**config.mk**
```make
export PLATFORM = sky130hd
export DESIGN_NAME = id_ex_decode_reg_flat
export DESIGN_NICKNAME = d
export VERILOG_FILES = /design/src/rtl/id_ex_decode_reg_if.sv /design/src/rtl/id_ex_decode_reg.sv /design/src/flat_wrapper.sv
export SDC_FILE = /design/constraint.sdc
export NUM_CORES = 1
export LEC_CHECK = 0
export ABC_AREA = 1
export CORE_MARGIN = 8
export CORE_UTILIZATION = 65
export DETAILED_ROUTE_END_ITERATION = 7
export DONT_BUFFER_PORTS = 1
export GPL_TIMING_DRIVEN = 0
export PLACE_DENSITY = 0.82
export SYNTH_ARGS = -nofsm -noshare
export SYNTH_HDL_FRONTEND = slang
export SYNTH_SLANG_ARGS = --single-unit
```
**constraint.sdc**
```tcl
create_clock -name clk -period 2.6 [get_ports clk]
set_input_delay 0.13 -clock clk [delete_from_list [all_inputs] [get_ports clk]]
set_output_delay 0.13 -clock clk [all_outputs]
set_load 0.1 [all_outputs]
```
**src/rtl/id_ex_decode_reg_if.sv**
```systemverilog
// rtl/id_ex_decode_reg_if.sv - ID-side inputs and ID/EX outputs of the decode register (ID_EX_illegal only with ILLEGAL_INSN_EN)
interface id_ex_decode_reg_if #(
    parameter int XLEN = 32
);
    logic [31:0]     IF_ID_IR;
    logic [XLEN-1:0] IF_ID_PC;
    logic            IF_ID_valid;
    logic [XLEN-1:0] rs1_data;
    logic [XLEN-1:0] rs2_data;
    logic            ex_ready;
    logic            branch_taken;
    logic [4:0]      id_rs1;
    logic [4:0]      id_rs2;
    logic            id_ready;
    logic [XLEN-1:0] ID_EX_A;
    logic [XLEN-1:0] ID_EX_BI;
    logic [XLEN-1:0] ID_EX_B;
    logic [XLEN-1:0] ID_EX_IMM;
    logic [XLEN-1:0] ID_EX_PC;
    logic [4:0]      ID_EX_RD;
    logic [1:0]      alu_type_sel;
    logic [2:0]      alucontrol;
    logic [6:0]      alucontrol7;
    logic            ID_EX_valid;
    logic            ID_EX_regwrite;
    logic            ID_EX_memread;
    logic            ID_EX_memwrite;
`ifdef ILLEGAL_INSN_EN
    logic            ID_EX_illegal;
`endif

    modport master (
        output IF_ID_IR, IF_ID_PC, IF_ID_valid, rs1_data, rs2_data, ex_ready, branch_taken,
        input  id_rs1, id_rs2, id_ready, ID_EX_A, ID_EX_BI, ID_EX_B, ID_EX_IMM, ID_EX_PC,
        input  ID_EX_RD, alu_type_sel, alucontrol, alucontrol7,
        input  ID_EX_valid, ID_EX_regwrite, ID_EX_memread, ID_EX_memwrite
`ifdef ILLEGAL_INSN_EN
        , input ID_EX_illegal
`endif
    );

    modport slave (
        input  IF_ID_IR, IF_ID_PC, IF_ID_valid, rs1_data, rs2_data, ex_ready, branch_taken,
        output id_rs1, id_rs2, id_ready, ID_EX_A, ID_EX_BI, ID_EX_B, ID_EX_IMM, ID_EX_PC,
        output ID_EX_RD, alu_type_sel, alucontrol, alucontrol7,
        output ID_EX_valid, ID_EX_regwrite, ID_EX_memread, ID_EX_memwrite
`ifdef ILLEGAL_INSN_EN
        , output ID_EX_illegal
`endif
    );
endinterface

```
**src/rtl/id_ex_decode_reg.sv**
```systemverilog
// rtl/id_ex_decode_reg.sv - RV32I decode and ID/EX pipeline register with load-use stall and flush (optional ILLEGAL_INSN_EN)
module id_ex_decode_reg #(
    parameter int XLEN = 32
) (
    input  logic              clk,
    input  logic              rst_n,
    id_ex_decode_reg_if.slave bus
);
    localparam logic [6:0] OP_R      = 7'b0110011;
    localparam logic [6:0] OP_I      = 7'b0010011;
    localparam logic [6:0] OP_LOAD   = 7'b0000011;
    localparam logic [6:0] OP_STORE  = 7'b0100011;
    localparam logic [6:0] OP_BRANCH = 7'b1100011;
    localparam logic [6:0] OP_LUI    = 7'b0110111;
    localparam logic [6:0] OP_AUIPC  = 7'b0010111;
    localparam logic [6:0] OP_JAL    = 7'b1101111;
    localparam logic [6:0] OP_JALR   = 7'b1100111;

    localparam logic [1:0] SEL_ARITH  = 2'b01;
    localparam logic [1:0] SEL_BRANCH = 2'b10;

    typedef struct packed {
        logic [XLEN-1:0] a;
        logic [XLEN-1:0] bi;
        logic [XLEN-1:0] b;
        logic [XLEN-1:0] imm;
        logic [XLEN-1:0] pc;
        logic [4:0]      rd;
        logic [1:0]      alu_type_sel;
        logic [2:0]      alucontrol;
        logic [6:0]      alucontrol7;
        logic            valid;
        logic            regwrite;
        logic            memread;
        logic            memwrite;
`ifdef ILLEGAL_INSN_EN
        logic            illegal;
`endif
    } stage_t;

    stage_t          dec;
    stage_t          stage_d;
    stage_t          stage_q;
    logic [31:0]     ir;
    logic [6:0]      opcode;
    logic [6:0]      funct7;
    logic [2:0]      funct3;
    logic [4:0]      rd;
    logic [XLEN-1:0] imm_i, imm_s, imm_b, imm_u, imm_j;
    logic            known;
    logic            wr;
    logic            rs1_used;
    logic            rs2_used;
    logic            hazard;

    // funct3 of ALU/I-ALU instructions to the ALU op encoding
    function automatic logic [2:0] alu_op(input logic [2:0] f3);
        alu_op = 3'b000;
        case (f3)
            3'b111:        alu_op = 3'b001;
            3'b110:        alu_op = 3'b010;
            3'b100:        alu_op = 3'b011;
            3'b101:        alu_op = 3'b100;
            3'b001:        alu_op = 3'b101;
            3'b010, 3'b011: alu_op = 3'b111;
            default:       alu_op = 3'b000;
        endcase
    endfunction

    // flush and load-use bubble kill the control bits but keep the data fields
    function automatic stage_t squash(input stage_t s);
        squash              = s;
        squash.valid        = 1'b0;
        squash.regwrite     = 1'b0;
        squash.memread      = 1'b0;
        squash.memwrite     = 1'b0;
        squash.alu_type_sel = 2'b00;
`ifdef ILLEGAL_INSN_EN
        squash.illegal      = 1'b0;
`endif
    endfunction

    assign ir     = bus.IF_ID_IR;
    assign opcode = ir[6:0];
    assign funct3 = ir[14:12];
    assign funct7 = ir[31:25];
    assign rd     = ir[11:7];

    assign imm_i = {{(XLEN-12){ir[31]}}, ir[31:20]};
    assign imm_s = {{(XLEN-12){ir[31]}}, ir[31:25], ir[11:7]};
    assign imm_b = {{(XLEN-12){ir[31]}}, ir[7], ir[30:25], ir[11:8], 1'b0};
    assign imm_u = {{(XLEN-31){ir[31]}}, ir[30:12], 12'b0};
    assign imm_j = {{(XLEN-20){ir[31]}}, ir[19:12], ir[20], ir[30:21], 1'b0};

    // decode the IF/ID instruction into the fields the EX stage consumes
    always_comb begin
        dec    = '0;
        dec.a  = bus.rs1_data;
        dec.bi = bus.rs2_data;
        dec.b  = bus.rs2_data;
        dec.pc = bus.IF_ID_PC;
        dec.rd = rd;
        known  = 1'b1;
        wr     = 1'b0;
        case (opcode)
            OP_R: begin
                known             = (funct7 == 7'h00) || (funct7 == 7'h20);
                dec.alu_type_sel  = SEL_ARITH;
                dec.alucontrol    = alu_op(funct3);
                dec.alucontrol7   = funct7;
                wr                = 1'b1;
            end
            OP_I: begin
                dec.alu_type_sel = SEL_ARITH;
                dec.alucontrol   = alu_op(funct3);
                dec.bi           = imm_i;
                dec.imm          = imm_i;
                wr               = 1'b1;
            end
            OP_LOAD: begin
                dec.alu_type_sel = SEL_ARITH;
                dec.bi           = imm_i;
                dec.imm          = imm_i;
                dec.memread      = 1'b1;
                wr               = 1'b1;
            end
            OP_STORE: begin
                dec.alu_type_sel = SEL_ARITH;
                dec.bi           = imm_s;
                dec.imm          = imm_s;
                dec.memwrite     = 1'b1;
            end
            OP_BRANCH: begin
                dec.alu_type_sel = SEL_BRANCH;
                dec.alucontrol   = funct3;
                dec.imm          = imm_b;
            end
            OP_LUI, OP_AUIPC: begin
                dec.alu_type_sel = SEL_ARITH;
                dec.a            = (opcode == OP_LUI) ? '0 : bus.IF_ID_PC;
                dec.bi           = imm_u;
                dec.imm          = imm_u;
                wr               = 1'b1;
            end
            OP_JAL, OP_JALR: begin
                dec.alu_type_sel = SEL_ARITH;
                dec.a            = bus.IF_ID_PC;
                dec.bi           = XLEN'(4);
                dec.imm          = (opcode == OP_JAL) ? imm_j : imm_i;
                wr               = 1'b1;
            end
            default: known = 1'b0;
        endcase
        if (!(bus.IF_ID_valid && known)) begin
            dec.alu_type_sel = 2'b00;
            dec.alucontrol   = 3'b000;
            dec.alucontrol7  = 7'h00;
            dec.memread      = 1'b0;
            dec.memwrite     = 1'b0;
            wr               = 1'b0;
        end
        dec.regwrite = wr && (rd != 5'd0);
`ifdef ILLEGAL_INSN_EN
        dec.valid    = bus.IF_ID_valid;
        dec.illegal  = bus.IF_ID_valid && !known;
`else
        dec.valid    = bus.IF_ID_valid && known;
`endif
    end

    // load-use detection against the load currently sitting in ID/EX
    always_comb begin
        rs1_used = !((opcode == OP_LUI) || (opcode == OP_AUIPC) || (opcode == OP_JAL));
        rs2_used = (opcode == OP_R) || (opcode == OP_STORE) || (opcode == OP_BRANCH);
        hazard   = stage_q.valid && stage_q.memread && (stage_q.rd != 5'd0) && bus.IF_ID_valid &&
                   ((rs1_used && (stage_q.rd == ir[19:15])) || (rs2_used && (stage_q.rd == ir[24:20])));
    end

    // next ID/EX contents: flush, then hold, then bubble, then load
    always_comb begin
        stage_d = stage_q;
        if (bus.branch_taken) begin
            stage_d = squash(stage_q);
        end else if (!bus.ex_ready) begin
            stage_d = stage_q;
        end else if (hazard) begin
            stage_d = squash(stage_q);
        end else begin
            stage_d = dec;
        end
    end

    // ID/EX register with synchronous active-low clear
    always_ff @(posedge clk) begin
        if (!rst_n) begin
            stage_q <= '0;
        end else begin
            stage_q <= stage_d;
        end
    end

    assign bus.id_rs1         = ir[19:15];
    assign bus.id_rs2         = ir[24:20];
    assign bus.id_ready       = rst_n && (bus.branch_taken || (bus.ex_ready && !hazard));
    assign bus.ID_EX_A        = stage_q.a;
    assign bus.ID_EX_BI       = stage_q.bi;
    assign bus.ID_EX_B        = stage_q.b;
    assign bus.ID_EX_IMM      = stage_q.imm;
    assign bus.ID_EX_PC       = stage_q.pc;
    assign bus.ID_EX_RD       = stage_q.rd;
    assign bus.alu_type_sel   = stage_q.alu_type_sel;
    assign bus.alucontrol     = stage_q.alucontrol;
    assign bus.alucontrol7    = stage_q.alucontrol7;
    assign bus.ID_EX_valid    = stage_q.valid;
    assign bus.ID_EX_regwrite = stage_q.regwrite;
    assign bus.ID_EX_memread  = stage_q.memread;
    assign bus.ID_EX_memwrite = stage_q.memwrite;
`ifdef ILLEGAL_INSN_EN
    assign bus.ID_EX_illegal  = stage_q.illegal;
`endif
endmodule

```
**src/flat_wrapper.sv**
```systemverilog
// flat-port wrapper written by rule: the top's interface ports become plain ports
module id_ex_decode_reg_flat 
#(
    parameter int XLEN = 32
)
  (clk, rst_n, bus_IF_ID_IR, bus_IF_ID_PC, bus_IF_ID_valid, bus_rs1_data, bus_rs2_data, bus_ex_ready, bus_branch_taken, bus_id_rs1, bus_id_rs2, bus_id_ready, bus_ID_EX_A, bus_ID_EX_BI, bus_ID_EX_B, bus_ID_EX_IMM, bus_ID_EX_PC, bus_ID_EX_RD, bus_alu_type_sel, bus_alucontrol, bus_alucontrol7, bus_ID_EX_valid, bus_ID_EX_regwrite, bus_ID_EX_memread, bus_ID_EX_memwrite);
  id_ex_decode_reg_if #(.XLEN(XLEN)) bus_i ();
  input  logic clk;
  input  logic rst_n;
  input wire logic [$bits(bus_i.IF_ID_IR)-1:0] bus_IF_ID_IR;
  input wire logic [$bits(bus_i.IF_ID_PC)-1:0] bus_IF_ID_PC;
  input wire logic [$bits(bus_i.IF_ID_valid)-1:0] bus_IF_ID_valid;
  input wire logic [$bits(bus_i.rs1_data)-1:0] bus_rs1_data;
  input wire logic [$bits(bus_i.rs2_data)-1:0] bus_rs2_data;
  input wire logic [$bits(bus_i.ex_ready)-1:0] bus_ex_ready;
  input wire logic [$bits(bus_i.branch_taken)-1:0] bus_branch_taken;
  output wire logic [$bits(bus_i.id_rs1)-1:0] bus_id_rs1;
  output wire logic [$bits(bus_i.id_rs2)-1:0] bus_id_rs2;
  output wire logic [$bits(bus_i.id_ready)-1:0] bus_id_ready;
  output wire logic [$bits(bus_i.ID_EX_A)-1:0] bus_ID_EX_A;
  output wire logic [$bits(bus_i.ID_EX_BI)-1:0] bus_ID_EX_BI;
  output wire logic [$bits(bus_i.ID_EX_B)-1:0] bus_ID_EX_B;
  output wire logic [$bits(bus_i.ID_EX_IMM)-1:0] bus_ID_EX_IMM;
  output wire logic [$bits(bus_i.ID_EX_PC)-1:0] bus_ID_EX_PC;
  output wire logic [$bits(bus_i.ID_EX_RD)-1:0] bus_ID_EX_RD;
  output wire logic [$bits(bus_i.alu_type_sel)-1:0] bus_alu_type_sel;
  output wire logic [$bits(bus_i.alucontrol)-1:0] bus_alucontrol;
  output wire logic [$bits(bus_i.alucontrol7)-1:0] bus_alucontrol7;
  output wire logic [$bits(bus_i.ID_EX_valid)-1:0] bus_ID_EX_valid;
  output wire logic [$bits(bus_i.ID_EX_regwrite)-1:0] bus_ID_EX_regwrite;
  output wire logic [$bits(bus_i.ID_EX_memread)-1:0] bus_ID_EX_memread;
  output wire logic [$bits(bus_i.ID_EX_memwrite)-1:0] bus_ID_EX_memwrite;
  assign bus_i.IF_ID_IR = bus_IF_ID_IR;
  assign bus_i.IF_ID_PC = bus_IF_ID_PC;
  assign bus_i.IF_ID_valid = bus_IF_ID_valid;
  assign bus_i.rs1_data = bus_rs1_data;
  assign bus_i.rs2_data = bus_rs2_data;
  assign bus_i.ex_ready = bus_ex_ready;
  assign bus_i.branch_taken = bus_branch_taken;
  assign bus_id_rs1 = bus_i.id_rs1;
  assign bus_id_rs2 = bus_i.id_rs2;
  assign bus_id_ready = bus_i.id_ready;
  assign bus_ID_EX_A = bus_i.ID_EX_A;
  assign bus_ID_EX_BI = bus_i.ID_EX_BI;
  assign bus_ID_EX_B = bus_i.ID_EX_B;
  assign bus_ID_EX_IMM = bus_i.ID_EX_IMM;
  assign bus_ID_EX_PC = bus_i.ID_EX_PC;
  assign bus_ID_EX_RD = bus_i.ID_EX_RD;
  assign bus_alu_type_sel = bus_i.alu_type_sel;
  assign bus_alucontrol = bus_i.alucontrol;
  assign bus_alucontrol7 = bus_i.alucontrol7;
  assign bus_ID_EX_valid = bus_i.ID_EX_valid;
  assign bus_ID_EX_regwrite = bus_i.ID_EX_regwrite;
  assign bus_ID_EX_memread = bus_i.ID_EX_memread;
  assign bus_ID_EX_memwrite = bus_i.ID_EX_memwrite;
  id_ex_decode_reg #(.XLEN(XLEN)) u_core (.clk(clk), .rst_n(rst_n), .bus(bus_i));
endmodule
```
==> summary by stage <==
Placed design
After detailed placement, the total cell area comes to 0.009198 mm^2. The count of input and output buffers is 0. The half-perimeter wire length of the detailed placement result is 24,760 um. Routability-driven placement finished with a final weighted congestion of 0.9783. The minimum setup slack after placement is -0.4351 ns.

Die
The die covers 0.01780 mm^2. After floorplanning, the core was divided into 43 placement rows. The height of the die is 133.4 um. For this configuration, the core starts out at a cell density of 0.6556. The number of placed I/O pins is 325. In this run the standard cell core region covers 0.01367 mm^2.

The die is 133.4 um wide.

Pwr
Of the total power, registers draw 0.524. In this run the static leakage power is 0.005162 uW. The power density over the cells is 712.3 mW/mm^2. VDD sags by at most 0.5123 mV. The fraction of power spent switching nets is 0.3921. The net load switching power is 3069 uW. The part of the power in the clock network is 0.349. Cell internal power was estimated by the tool at 4757 uW.

The share of total power dissipated in combinational logic is 0.127.

Synthesis
The flip-flop and latch count after synthesis is 181. The most used flip-flop cell after synthesis is dfxtp_1. The cell area after synthesis is 0.008959 mm^2. The average footprint of a synthesized cell is 6.568 um^2. The share of the Yosys chip area taken by registers is 0.4045.

Synthesis produced a netlist with a net count of 1,497. The number of warning messages in the yosys log is 0. Yosys mapped a number of flops with a built-in enable equal to 0. For this run, asynchronously set or reset flops after synthesis account for 0. In this run, distinct cell masters in the synthesized netlist total 28.

The cell count after synthesis came out at 1,364.

Clock tree
The clock net sink count is 181. The maximum buffer depth of the clock tree is 2. The H-tree depth is 4. The cell chosen for the clock root is clkbuf_16. The clock latency at the later pin of the worst-skew pair is 0.44 ns. The CTS tree is yes. Clock tree synthesis inserted a total of 17 buffers.

The clock edge transition at the registers on the reported setup and hold paths is 0.07 ns.

Setup path
The required time at the worst-slack endpoint is 2.47 ns. The cell family contributing the most delay on the critical path is compound AO/OA/AOI/OAI gates. The capturing element of the worst setup path is bus_id_ready. The worst setup path is launched from a flop. The startpoint of the most critical setup path is u_core.bus.ID_EX_RD[3]. The dominant cell type by count on the critical path is nand2_2.

The setup slack of the worst register-to-register path is 0.27 ns. Counting both buffers and inverters, the worst setup path holds a total of 1. STA classifies the critical path endpoint as an output port. The critical path goes through xor2_1, nor2_1, nand3_1, nand2_1, nand2_2, buf_12, nand2_2, a21oi_4. The critical path class is flop to output port. On the worst path, the slowest cell contributes a delay of 0.62 ns. The data arrival at the endpoint of the critical path is 2.33 ns.

On the critical path, the stage with the largest delay is an instance of a21oi_4. The worst register-to-register path begins at u_core.bus.ID_EX_RD[3]. The critical path crosses 8 cells after its start point. The critical register-to-register path endpoint is u_core.bus.ID_EX_PC[14]. The logic depth of the worst register-to-register path is 13. Of all nets on the critical path, the largest fanout is 5.

Route
The remaining number of nets flagged by the antenna check after routing is 0. In the routed layout, each cell is associated on average with a via count of 6.129. The overall routed net length is 36,230 um. The pre-antenna-repair detailed-routing pass consisted of 7 iterations. In the routed design, unresolved DRC markers number 0. The wire length per cell is 21.43 um.

The detailed-route via count is 10,360. The starting DRC count in detailed routing is 1,301.

Outcome
The flow ran to the end, and the final reports show no timing, DRC or antenna violations.

Timing
The worst slew margin relative to its limit is 0.2762. Hold is met by 0.003887 ns. The least setup slack across all paths after layout is 0.1394 ns. The total setup violations reported at the end of the flow is 0. The maximum clock frequency is 406.4 MHz. The smallest clock period supported by the final layout is computed as 2.461 ns. Across the routed clock network, the largest skew measured is 0.005973 ns. The count of final hold-check violations is 0. The slew at the pin closest to its max-slew limit is 1.084 ns. In the finished design, the share of the clock period the worst path needs comes to 0.9464. Setup repair after global routing left no endpoint under its margin. The number of slew-limit violations in the final report is 0.

Global routing
The largest net degree at the start of global routing is 19. The total overflow left after global routing is 0. For this run, the total global-route usage over all layers was measured as 0.3930.

The wire length of the first global-routing pass is 55,360 um. The number of antenna violations at the first check in global routing is 1. The via count of the first global-routing pass is 9,841.

Cells and area
The library cells used most frequently in the layout, excluding fill and tap cells, are nand2_1, nor2_1, dfxtp_1. Counting the fill cells in the layout gives 967. The total number of nets in the final design is 1,629. The library cell used most frequently in the layout, excluding fill and tap cells, is nand2_1. Of the cells placed in the final design, the portion with a size suffix greater than 1 is 0.07820. The signed area change from the synthesized netlist to the final layout is 22.64%. With fillers left out, the area of the finished cells amounts to 0.01099 mm^2.

Worst hold path
The path type of the worst min-delay path is primary input to flop. The critical hold path startpoint is bus_IF_ID_IR[13].

Flow run
Max-cap violations in this run came to 0.
[worst min path at each step]
stage | to | slack, ns | cells past startpoint
CTS | u_core.bus.alucontrol[1] | 0.0004 | 4
floorplan | u_core.bus.ID_EX_RD[1] | 0.26 | 2
global placement | u_core.bus.ID_EX_RD[2] | 0.27 | 2
detailed placement | u_core.bus.ID_EX_RD[2] | 0.27 | 2
global route | u_core.bus.ID_EX_A[18] | 0.006 | 3
finish | u_core.bus.alucontrol[1] | 0.004 | 4
[worst register-to-register path, cell delays in order, from the launching register on]
cell and delay (ns):
dfxtp_4 0.58, inv_1 0.10, nand2_1 0.07, nand4_1 0.10, nor2_1 0.11, nand2_1 0.05
nand2_1 0.07, nand2_2 0.08, buf_4 0.16, nand3_2 0.18, buf_6 0.21, buf_4 0.20
nand2_1 0.10, a21oi_1 0.25
[power groups by stage]
| stage | Clock, uW | Combinational, uW | Sequential (uW) |
|---|---|---|---|
| 2_1_floorplan | 0 | 623 | 4100 |
| 3_3_place_gp | 0 | 753 | 4160 |
| 3_5_place_dp | 0 | 770 | 4160 |
| 4_1_cts | 2690 | 941 | 4100 |
| 5_1_grt | 2820 | 1070 | 4120 |
| 6_report | 2730 | 993 | 4100 |
[layout make-up]
| type | count | area (um^2) | area share |
|---|---|---|---|
| Timing Repair Buffer | 114 | 1136 | 0.1034 |
| Antenna cell | 2 | 5.005 | 0.0004555 |
| Inverter | 169 | 634.4 | 0.05774 |
| Buffer | 103 | 555.5 | 0.05056 |
| Clock buffer | 17 | 425.4 | 0.03872 |
| Sequential cell | 181 | 3645 | 0.3317 |
| Tap cell | 180 | 225.2 | 0.02050 |
| Clock inverter | 15 | 191.4 | 0.01742 |
| Multi-Input combinational cell | 910 | 4169 | 0.3795 |
[flip-flops by register name (all words and copies together), names as in the netlist, 2 cells and up]
name and count:
u_core.bus.alucontrol7 7, u_core.bus.alu_type_sel 2, u_core.bus.ID_EX_BI 32, u_core.bus.ID_EX_A 32, u_core.bus.ID_EX_RD 5, u_core.bus.alucontrol 3
u_core.bus.ID_EX_PC 32, u_core.bus.ID_EX_B 32, u_core.bus.ID_EX_IMM 32
[routing by layer]
layer  vias up  global-route usage  routed length, um
met5         -                   0                  0
met4         0              0.2296               2321
met3       219              0.1386               5339
met2       895              0.6174              16050
met1      4655              0.4547              12520
li1       4595                   -                  -
[cell families after synthesis]
logic type / share of synthesized area
xor+xnor: 0.005867
buf+inv: 0.1317
compound gates: 0.1129
flops: 0.4045
simple gates: 0.3451
[timing repair]
| action | CTS | global route |
|---|---|---|
| buffers inserted | 1 | 1 |
| resized for setup | 15 | 2 |
| endpoints found under the hold margin | 140 | 0 |
| hold buffers | 112 | 0 |
| pin swaps | 1 | 2 |
| endpoints found under the setup margin | 76 | 1 |
[synth_stat cells (all sizes together), types with 5 or more instances]
cell,instances,area share
buf,63,0.044
nor2,240,0.10
o211ai,6,0.0050
a21oi,104,0.058
o21ai,12,0.0067
nand2,371,0.16
clkbuf,41,0.017
a22o,38,0.037
nor3,5,0.0028
dfxtp,181,0.40
nand3,19,0.012
inv,169,0.071
nand4,101,0.071
[metrics by stage]
step,total power [uW],setup TNS (ns),util,cells
after floorplan,4728,0,-,1364
after global placement,4913,-0.6796,0.6730,1544
after detailed placement,4933,-1.139,0.6730,1544
after CTS,7737,0,0.8029,1688
after global routing,8013,0,0.8038,1690
final,7826,0,0.8040,1691
No activity file was read; power rests on OpenSTA's default activity.
